**src/rtl/dmem_access_unit_if.sv**
```systemverilog
// Request/response and data-memory pin bundle
// for the memory-stage load/store unit.
interface dmem_access_unit_if;
  logic        req_valid;
  logic        req_ready;
  logic        req_write;
  logic [2:0]  req_funct3;
  logic [31:0] req_addr;
  logic [31:0] req_wdata;
  logic        resp_valid;
  logic [31:0] resp_rdata;
  logic        resp_fault;
  logic        busy;
  logic [31:0] dmem_address;
  logic [31:0] dmem_write_data;
  logic        dmem_write_enable;
  logic [3:0]  dmem_write_mask;
  logic        dmem_read_enable;
  logic [31:0] dmem_read_data;
  logic        dmem_read_valid;

  modport slave (
    input  req_valid, req_write, req_funct3,
    input  req_addr, req_wdata,
    input  dmem_read_data, dmem_read_valid,
    output req_ready, resp_valid, resp_rdata,
    output resp_fault, busy,
    output dmem_address, dmem_write_data,
    output dmem_write_enable, dmem_write_mask,
    output dmem_read_enable
  );

  modport master (
    output req_valid, req_write, req_funct3,
    output req_addr, req_wdata,
    output dmem_read_data, dmem_read_valid,
    input  req_ready, resp_valid, resp_rdata,
    input  resp_fault, busy,
    input  dmem_address, dmem_write_data,
    input  dmem_write_enable, dmem_write_mask,
    input  dmem_read_enable
  );
endinterface

```
**src/rtl/dmem_access_unit.sv**
```systemverilog
// Memory-stage load/store initiator: drives the
// byte-addressed data memory, returns extended data.
module dmem_access_unit #(
  parameter int unsigned DMEM_BYTES = 4096
) (
  input logic               clk,
  input logic               rst,
  dmem_access_unit_if.slave bus
);

  typedef enum logic [2:0] {
    IDLE,
    WRITE,
    READ,
    CAPTURE,
    RESP
  } state_t;

  state_t      state_q;
  state_t      state_d;
  logic [2:0]  funct3_q;
  logic        fault_q;
  logic [31:0] rdata_q;

  logic        accept;
  logic        we_d;
  logic        re_d;
  logic [2:0]  size;
  logic [32:0] end_addr;
  logic        bad_f3;
  logic        bad_range;
  logic        req_fault;
  logic [3:0]  mask_d;
  logic [31:0] ext;

  // Decode the incoming request: size, legality, store mask.
  always_comb begin
    size   = 3'd1;
    mask_d = 4'b0000;
    unique case (bus.req_funct3[1:0])
      2'b00: size = 3'd1;
      2'b01: size = 3'd2;
      2'b10: size = 3'd4;
      default: size = 3'd1;
    endcase
    if (bus.req_write) begin
      bad_f3 = bus.req_funct3[2]
             | (bus.req_funct3[1:0] == 2'b11);
    end else begin
      bad_f3 = (bus.req_funct3 == 3'b011)
             | (bus.req_funct3[2:1] == 2'b11);
    end
    end_addr  = {1'b0, bus.req_addr}
              + {30'd0, size};
    bad_range = end_addr > 33'(DMEM_BYTES);
    req_fault = bad_f3 | bad_range;
    if (bus.req_write && !req_fault) begin
      unique case (size)
        3'd1: mask_d = 4'b0001;
        3'd2: mask_d = 4'b0011;
        3'd4: mask_d = 4'b1111;
        default: mask_d = 4'b0000;
      endcase
    end
  end

  // Next-state and next-enable logic.
  always_comb begin
    state_d = state_q;
    accept  = 1'b0;
    we_d    = 1'b0;
    re_d    = 1'b0;
    unique case (state_q)
      IDLE: begin
        if (bus.req_valid) begin
          accept = 1'b1;
          if (req_fault) begin
            state_d = RESP;
          end else if (bus.req_write) begin
            state_d = WRITE;
            we_d    = 1'b1;
          end else begin
            state_d = READ;
            re_d    = 1'b1;
          end
        end
      end
      WRITE:   state_d = RESP;
      READ: begin
        if (bus.dmem_read_valid) begin
          state_d = CAPTURE;
        end else begin
          re_d = 1'b1;
        end
      end
      CAPTURE: state_d = RESP;
      RESP:    state_d = IDLE;
      default: state_d = IDLE;
    endcase
  end

  // Width/sign extension of the memory word.
  always_comb begin
    ext = bus.dmem_read_data;
    unique case (1'b1)
      funct3_q == 3'b000:
        ext = {{24{bus.dmem_read_data[7]}},
               bus.dmem_read_data[7:0]};
      funct3_q == 3'b001:
        ext = {{16{bus.dmem_read_data[15]}},
               bus.dmem_read_data[15:0]};
      funct3_q == 3'b100:
        ext = {24'd0, bus.dmem_read_data[7:0]};
      funct3_q == 3'b101:
        ext = {16'd0, bus.dmem_read_data[15:0]};
      default:
        ext = bus.dmem_read_data;
    endcase
  end

  // State register and registered outputs.
  always_ff @(posedge clk) begin
    if (rst) begin
      state_q               <= IDLE;
      funct3_q              <= 3'd0;
      fault_q               <= 1'b0;
      rdata_q               <= 32'd0;
      bus.req_ready         <= 1'b1;
      bus.busy              <= 1'b0;
      bus.resp_valid        <= 1'b0;
      bus.resp_rdata        <= 32'd0;
      bus.resp_fault        <= 1'b0;
      bus.dmem_address      <= 32'd0;
      bus.dmem_write_data   <= 32'd0;
      bus.dmem_write_enable <= 1'b0;
      bus.dmem_write_mask   <= 4'd0;
      bus.dmem_read_enable  <= 1'b0;
    end else begin
      state_q               <= state_d;
      bus.req_ready         <= state_d == IDLE;
      bus.busy              <= state_d != IDLE;
      bus.dmem_write_enable <= we_d;
      bus.dmem_read_enable  <= re_d;
      bus.resp_valid        <= state_q == RESP;
      bus.resp_fault        <= (state_q == RESP)
                             & fault_q;
      bus.resp_rdata        <= (state_q == RESP)
                             ? rdata_q : 32'd0;
      if (accept) begin
        funct3_q            <= bus.req_funct3;
        fault_q             <= req_fault;
        rdata_q             <= 32'd0;
        bus.dmem_address    <= bus.req_addr;
        bus.dmem_write_data <= bus.req_wdata;
        bus.dmem_write_mask <= mask_d;
      end
      if (state_q == CAPTURE) begin
        rdata_q <= ext;
      end
    end
  end

endmodule

```
**src/flat_wrapper.sv**
```systemverilog
// flat-port wrapper written by rule: the top's interface ports become plain ports
module dmem_access_unit_flat 
#(
  parameter int unsigned DMEM_BYTES = 4096
)
  (clk, rst, bus_req_valid, bus_req_write, bus_req_funct3, bus_req_addr, bus_req_wdata, bus_dmem_read_data, bus_dmem_read_valid, bus_req_ready, bus_resp_valid, bus_resp_rdata, bus_resp_fault, bus_busy, bus_dmem_address, bus_dmem_write_data, bus_dmem_write_enable, bus_dmem_write_mask, bus_dmem_read_enable);
  dmem_access_unit_if bus_i ();
  input logic clk;
  input logic rst;
  input wire logic [$bits(bus_i.req_valid)-1:0] bus_req_valid;
  input wire logic [$bits(bus_i.req_write)-1:0] bus_req_write;
  input wire logic [$bits(bus_i.req_funct3)-1:0] bus_req_funct3;
  input wire logic [$bits(bus_i.req_addr)-1:0] bus_req_addr;
  input wire logic [$bits(bus_i.req_wdata)-1:0] bus_req_wdata;
  input wire logic [$bits(bus_i.dmem_read_data)-1:0] bus_dmem_read_data;
  input wire logic [$bits(bus_i.dmem_read_valid)-1:0] bus_dmem_read_valid;
  output wire logic [$bits(bus_i.req_ready)-1:0] bus_req_ready;
  output wire logic [$bits(bus_i.resp_valid)-1:0] bus_resp_valid;
  output wire logic [$bits(bus_i.resp_rdata)-1:0] bus_resp_rdata;
  output wire logic [$bits(bus_i.resp_fault)-1:0] bus_resp_fault;
  output wire logic [$bits(bus_i.busy)-1:0] bus_busy;
  output wire logic [$bits(bus_i.dmem_address)-1:0] bus_dmem_address;
  output wire logic [$bits(bus_i.dmem_write_data)-1:0] bus_dmem_write_data;
  output wire logic [$bits(bus_i.dmem_write_enable)-1:0] bus_dmem_write_enable;
  output wire logic [$bits(bus_i.dmem_write_mask)-1:0] bus_dmem_write_mask;
  output wire logic [$bits(bus_i.dmem_read_enable)-1:0] bus_dmem_read_enable;
  assign bus_i.req_valid = bus_req_valid;
  assign bus_i.req_write = bus_req_write;
  assign bus_i.req_funct3 = bus_req_funct3;
  assign bus_i.req_addr = bus_req_addr;
  assign bus_i.req_wdata = bus_req_wdata;
  assign bus_i.dmem_read_data = bus_dmem_read_data;
  assign bus_i.dmem_read_valid = bus_dmem_read_valid;
  assign bus_req_ready = bus_i.req_ready;
  assign bus_resp_valid = bus_i.resp_valid;
  assign bus_resp_rdata = bus_i.resp_rdata;
  assign bus_resp_fault = bus_i.resp_fault;
  assign bus_busy = bus_i.busy;
  assign bus_dmem_address = bus_i.dmem_address;
  assign bus_dmem_write_data = bus_i.dmem_write_data;
  assign bus_dmem_write_enable = bus_i.dmem_write_enable;
  assign bus_dmem_write_mask = bus_i.dmem_write_mask;
  assign bus_dmem_read_enable = bus_i.dmem_read_enable;
  dmem_access_unit #(.DMEM_BYTES(DMEM_BYTES)) u_core (.clk(clk), .rst(rst), .bus(bus_i));
endmodule
```
**config.mk**
```make
export PLATFORM = sky130hd
export DESIGN_NAME = dmem_access_unit_flat
export DESIGN_NICKNAME = d
export VERILOG_FILES = /design/src/rtl/dmem_access_unit_if.sv /design/src/rtl/dmem_access_unit.sv /design/src/flat_wrapper.sv
export SDC_FILE = /design/constraint.sdc
export NUM_CORES = 1
export LEC_CHECK = 0
export CAP_MARGIN = 20
export CORE_UTILIZATION = 60
export DETAILED_ROUTE_END_ITERATION = 6
export DONT_BUFFER_PORTS = 1
export PLACE_DENSITY = 0.87
export SETUP_SLACK_MARGIN = 0.2
export SLEW_MARGIN = 25
export SYNTH_ARGS = -nofsm -noshare
export SYNTH_HDL_FRONTEND = slang
export SYNTH_SLANG_ARGS = --single-unit
```
**constraint.sdc**
```tcl
create_clock -name clk -period 9.1 [get_ports clk]
set_clock_uncertainty 0.1 [all_clocks]
set_input_delay 0.91 -clock clk [delete_from_list [all_inputs] [get_ports clk]]
set_output_delay 0.91 -clock clk [all_outputs]
set_load 0.01 [all_outputs]
```
==> qor.yml, run 1 <==
timing:
  worst_pin_slew_ns: 0.855
  finalHoldViolCount: 0
  rsz0062_at_grt: "false"
  clock.fmax_mhz: 253
  fin_crit_sh_pct: 43.4
  report.final.slew_viol_count: 0
  max-slew-margin-rel_pct: 42.8
  holdWs_ns: 0.347
  setup_viol: 0
  fin_ws_ns: 5.15
  setup_tns_ns: 0
  min_period_ns: 3.95
global_route:
  grt_pass1_vias: 4507
  grt.total_usage_pct: 26.7
  antenna_found_initial: 0
  grt_pass1_wl_um: 21200
  overflow: 0
  grt_max_degree: 110
route:
  first_pass_iters: 5
  via_per_inst: 5.92
  final_antenna_net_count: 0
  wl_per_cell_um: 16.7
  drt_wl_total_um: 13100
  vias: 4671
  drt_drc_violations_left: 0
  drtIter0Drc: 229
cells_and_area:
  syn2layout_area_growth_pct: 9.07
  final.fill_count: 705
  antenna_cells: 0
  drive_gt1_share_pct: 8.26
  final_net_count: 777
logic_synthesis:
  muxShareOfSynthArea_pct: 0.769
  yosys_warnings: 0
  synth.avg_cell_area_um2: 8.28
  ys_types: 59
  yosysTopAreaCell: "dfxtp_1"
  syn_inst: 688
  synth_most_common_cell: "nand2_1"
  synth_fa_ha_area_share_pct: 1.89
  synthesis.area_um2: 5690
  synth_edf_count: 0
  synth_commonest_cells: "nand2_1 (170), dfxtp_1 (144), a21oi_1 (104)"
  yosys.area_share.simple_pct: 24.1
  synth_compound_area_share_pct: 16.9
  async_flop_share_pct: 0
  ys_seq_elements: 144
  synth_top_cells_by_area: "dfxtp_1 (51%), nand2_1 (11%), a21oi_1 (9.1%)"
  synth_top_family_by_area: "simple AND/OR/NAND/NOR gates"
  synthXorXnorAreaFrac_pct: 1.08
  synth_seq_area_share_pct: 50.6
  synth_top_area_share_pct: 50.6
  syn-num-nets: 800
  synth_ff_type: "dfxtp_1"
placement:
  io_buffers: 0
  hpwl_um: 8980
  routabilityCongestion: 0.929
  post-place-ws_ns: 4.63
setup_path:
  path_buf_inv: 1
  endpoint_kind: "flip-flop"
  critPathMaxStageDelay_ns: 0.58
  crit_type: "input pin to flip-flop"
  worstPathRequired_ns: 9.42
  rr_worst_depth: 4
  worstPathArrival_ns: 4.27
  critical_path_depth: 13
  worst-path-max-fanout: 5
  r2r_slack_ns: 6.72
  crit_chain: "inv_1 > ha_1 > ha_1 > fa_1 > a21o_1 > nand3_1 > mux2_2 > a2111oi_0 > a31oi_1 > or4_4 > nor3_4 > a21oi_2 > a211oi_2"
  path_common_cell: "ha_1"
  startpoint_type: "input pin"
  slowest_stage: "or4_4"
  critPathTopFamily: "compound AO/OA/AOI/OAI gates"
clocking:
  cts_tree: "yes"
  clock_path_buffers: 2
  cts_buffers: 17
  clk_pin_slew_ns: 0.06
  cts_hold_buf: 0
  postCtsSetupBuffers: 0
  cts_resized: 0
  cts_sinks: 144
  insertion_delay_ns: 0.50
  cts-root-buf: "clkbuf_8"
  htreeDepth: 4
hold_path:
  hold_class: "flip-flop to flip-flop"
  holdPathStages: 2
floorplanning:
  initial_core_util_pct: 61.9
  die-width_um: 99.4
  io_pins: 210
  core_area_um2: 9200
  core.rowCount: 35
  die_y_um: 99.4
  dieArea_um2: 9880
power_and_ir_drop:
  power_density_nw_per_um2: 226
  p_leak_nw: 2.31
  peakVddDrop_uv: 163
run:
  maxCapViolCount: 0
run_status:
  status: "complete, no violations"
worst reg2reg max path, cell delays in order (launching register included):
cell	delay [ns]
dfxtp_1	0.41
or4b_2	1.04
nor3_4	0.40
a21oi_2	0.13
a211oi_2	0.21
per-stage QoR:
| step | cells | utilization, % | total power, W | instance area [um2] |
|---|---|---|---|---|
| after detailed placement | 757 | 61.4 | 0.000759 | 5650 |
| after global routing | 789 | 67.5 | 0.00146 | 6210 |
| after CTS | 789 | 67.5 | 0.00141 | 6210 |
| after global placement | 757 | 61.4 | 0.000754 | 5640 |
| final | 789 | 67.5 | 0.00140 | 6210 |
| after floorplan | 688 | - | 0.000751 | 5690 |
power breakdown:
part | switching, W | internal (W) | leakage [nW]
sequential | 0.0000231 | 0.000650 | 1.17
clock | 0.000285 | 0.000372 | 0.275
combinational | 0.0000450 | 0.0000269 | 0.866
total | 0.000353 | 0.00105 | 2.31
worst paths after layout:
check	start	end
max	bus_req_funct3[0]	u_core.bus.dmem_read_enable
min	u_core.rdata_q[18]	u_core.rdata_q[18]
max reg2reg	u_core.state_q[0]	u_core.bus.dmem_read_enable
min reg2reg	u_core.rdata_q[18]	u_core.rdata_q[18]
final cells by class:
cell class | instances | area [um2] | area share [%]
clock buffer | 17 | 414 | 6.67
clock inverter | 15 | 148 | 2.38
inverter | 10 | 37.5 | 0.604
multi-input combinational | 489 | 2570 | 41.3
sequential | 144 | 2880 | 46.4
tap | 111 | 139 | 2.24
timing repair buffer | 3 | 22.5 | 0.363
sequential cells by signal, summed over array words and instances, names as in the netlist:
signal	count
u_core.bus.dmem_address	32
u_core.rdata_q	32
u_core.bus.resp_fault	1
u_core.state_q	3
u_core.bus.resp_rdata	32
u_core.bus.req_ready	1
u_core.bus.dmem_write_mask	3
u_core.bus.busy	1
u_core.fault_q	1
u_core.bus.dmem_write_enable	1
u_core.bus.dmem_read_enable	1
u_core.bus.dmem_write_data	32
u_core.funct3_q	3
u_core.bus.resp_valid	1
placed cells by master (no fill, tap or decap), types with 2 or more instances in the layout:
cell | Yosys | routed
nand4b_1 | 2 | 2
clkbuf_16 | 0 | 16
nor3_1 | 14 | 14
nand2_1 | 170 | 170
nor2_1 | 38 | 37
inv_1 | 10 | 10
inv_6 | 0 | 7
a31oi_1 | 5 | 5
nand4_1 | 9 | 9
and2_1 | 34 | 34
a22oi_1 | 8 | 8
nor4_1 | 2 | 2
nand3_1 | 5 | 5
ha_1 | 7 | 7
or3_1 | 4 | 4
a21oi_1 | 104 | 104
mux2_2 | 3 | 3
a21o_1 | 3 | 3
dfxtp_1 | 144 | 144
or2_2 | 2 | 2
or4_4 | 2 | 2
o21ai_0 | 35 | 35
o31ai_1 | 2 | 2
buf_4 | 1 | 3
o21ai_1 | 3 | 3
inv_8 | 0 | 2
clkinvlp_4 | 0 | 2
or4b_2 | 2 | 2
clkinv_2 | 0 | 2
nor4b_2 | 0 | 2
xnor2_1 | 6 | 6
per-layer routing:
metal	vias to the layer above	share of wire (%)	global-route usage, %
met5	-	0	0
met4	0	1.1	10.7
met3	15	8.0	9.21
met2	207	53	47.1
met1	2161	38	29.3
li1	2288	-	-
cells by family (layout without fill, tap and decap cells):
family,Yosys count,count (layout)
simple gates,296,296
compound gates,174,174
flops,144,144
buf+inv,55,45
fa+ha+maj,8,8
xor+xnor,7,7
mux,4,4
Power figures use the tool's default switching activity.
==> run 2: changes to the inputs <==
- CORE_UTILIZATION: 60 -> 56
- PLACE_DENSITY: 0.87 -> 0.85
- clock period: 9.1 -> 3.4 ns (I/O delays scaled with it)
==> qor.yml, run 2 (synthesized netlist as in run 1, its figures left out) <==
clocking:
  cts_tree: "yes"
  insertion_delay_ns: 0.51  # about the same
  cts-root-buf: "clkbuf_8"
  cts_sinks: 144  # unchanged
  htreeDepth: 4  # unchanged
  postCtsSetupBuffers: 0  # unchanged
  cts_buffers: 17  # unchanged
  clk_pin_slew_ns: 0.06  # about the same
  clock_path_buffers: 2  # unchanged
setup_path:
  reg2reg_from: "u_core.state_q[0]"
  startpoint_type: "input pin"
  worstPathRequired_ns: 3.73  # -5.69 ns
  worst-path-max-fanout: 5  # unchanged
  worstPathArrival_ns: 3.44  # -0.83 ns
  startpoint: "bus_req_funct3[0]"
  endpoint_kind: "flip-flop"
  crit_type: "input pin to flip-flop"
route:
  drt_wl_total_um: 16300  # +24%
  first_pass_iters: 5  # unchanged
  drt_drc_violations_left: 0  # unchanged
  drtIter0Drc: 317  # +38%
  via_per_inst: 5.86  # -0.94%
  vias: 5366  # +15%
  final_antenna_net_count: 0  # unchanged
  wl_per_cell_um: 17.8  # +6.9%
timing:
  finalHoldViolCount: 0  # unchanged
  clock.fmax_mhz: 322
  report.final.slew_viol_count: 0  # unchanged
  setup_viol: 0  # unchanged
  max-slew-margin-rel_pct: 37.9  # -4.9 points
  rsz0062_at_grt: "false"
  worst_pin_slew_ns: 0.928  # +0.0731 ns
  min_period_ns: 3.11
  fin_crit_sh_pct: 91.4
cells_and_area:
  layout_common_cells: "nand2_1 (170), dfxtp_1 (144), a21oi_1 (103)"
  drive_gt1_share_pct: 9.21  # +0.95 points
  antenna_cells: 0  # unchanged
  design_area_um2: 7330  # +18%
  final.fill_count: 667  # -5.4%
  syn2layout_area_growth_pct: 28.8
  instances_no_fill: 915  # +16%
  register_area_um2: 2880  # unchanged
  final_net_count: 881  # +13%
  final_common_cell: "nand2_1"
  multi_input_area_um2: 2620  # +2.1%
global_route:
  grt.total_usage_pct: 30.5  # +3.9 points
  grt_pass1_wl_um: 25100  # +18%
  grt_max_degree: 109  # -0.91%
  antenna_found_initial: 0  # unchanged
  overflow: 0  # unchanged
  grt_pass1_vias: 5414  # +20%
placement:
  dp.cells: 788  # +4.1%
  io_buffers: 0  # unchanged
  hpwl_um: 9770  # +8.7%
  placed_cell_area_um2: 5800  # +2.6%
  routabilityCongestion: 0.886  # -4.7%
power_and_ir_drop:
  power_density_nw_per_um2: 531  # +140%
  peakVddDrop_uv: 328  # +100%
  p_leak_nw: 2.76  # +19%
  power.total_w: 0.00389  # +180%
run:
  maxCapViolCount: 0  # unchanged
floorplanning:
  die-width_um: 103  # +3.4%
  dieArea_um2: 10600  # +7.0%
  core.rowCount: 36  # +2.9%
  io_pins: 210  # unchanged
  die_y_um: 103  # +3.4%
  initial_core_util_pct: 58.0  # -3.9 points
  core_area_um2: 9820  # +6.8%
hold_path:
  worst_hold_startpoint: "bus_dmem_read_data[15]"
  hold_class: "input pin to flip-flop"
run_status:
  status: "complete, no violations"
run 2: changes by cell type in the layout (fill, tap and decap cells not counted), sizes merged:
cell,change
inv,-6
clkbuf,+4
dlygate4sd3,+94
buf,+10
clkinvlp,+2
run 2: where the power goes:
part / internal (W) / switching (W) / total [W]
combinational: 0.000160 / 0.000179 / 0.000339
clock: 0.00103 / 0.000717 / 0.00175
sequential: 0.00174 / 0.0000637 / 0.00180
run 2: critical path, stage by stage:
cell,delay (ns)
inv_4,0.02
ha_4,0.21
ha_4,0.17
fa_2,0.43
xor2_1,0.19
or3_1,0.38
a2111oi_4,0.30
a31oi_1,0.14
or4_4,0.56
nor3_4,0.32
nand3b_2,0.19
o21ai_1,0.18
run 2: final timing paths:
kind	end	slack [ns]	depth (start not counted)
max	u_core.bus.dmem_write_mask[0]	0.29	12
min	u_core.rdata_q[15]	0.05	4
max reg2reg	u_core.bus.dmem_write_data[4]	0.74	5
min reg2reg	u_core.rdata_q[30]	0.35	2
run 2: area by class of cell:
class | count | area share, %
clock buffer | 21 | 6.26
clock inverter | 11 | 1.43
inverter | 10 | 0.546
multi-input combinational | 489 | 35.7
sequential | 144 | 39.3
tap | 133 | 2.27
timing repair buffer | 107 | 14.4
run 2: repair_timing:
item	CTS	global route
hold endpoints to repair	110	0
resized for setup	0	1
hold buffers	95	0
endpoints found under the setup margin	0	6
run 2: routing by layer:
metal,part of all wire (%),vias to the layer above,global-route usage [%]
met5,0,-,0
met4,3.1,0,16.0
met3,8.6,55,10.6
met2,52,304,54.1
met1,36,2506,31.9
li1,-,2501,-
run 2: through the flow:
| stage | utilization, % | hold slack (ns) | setup slack (ns) | TNS [ns] |
|---|---|---|---|---|
| 5_1_grt | 74.7 | 0.0567 | 0.212 | 0 |
| 2_1_floorplan | - | 0.327 | 0.0503 | 0 |
| 6_report | 74.7 | 0.0487 | 0.292 | 0 |
| 3_5_place_dp | 59.0 | 0.318 | -0.141 | -0.839 |
| 3_3_place_gp | 59.0 | 0.315 | -0.0106 | -0.0162 |
| 4_1_cts | 74.6 | 0.0248 | 0.335 | 0 |
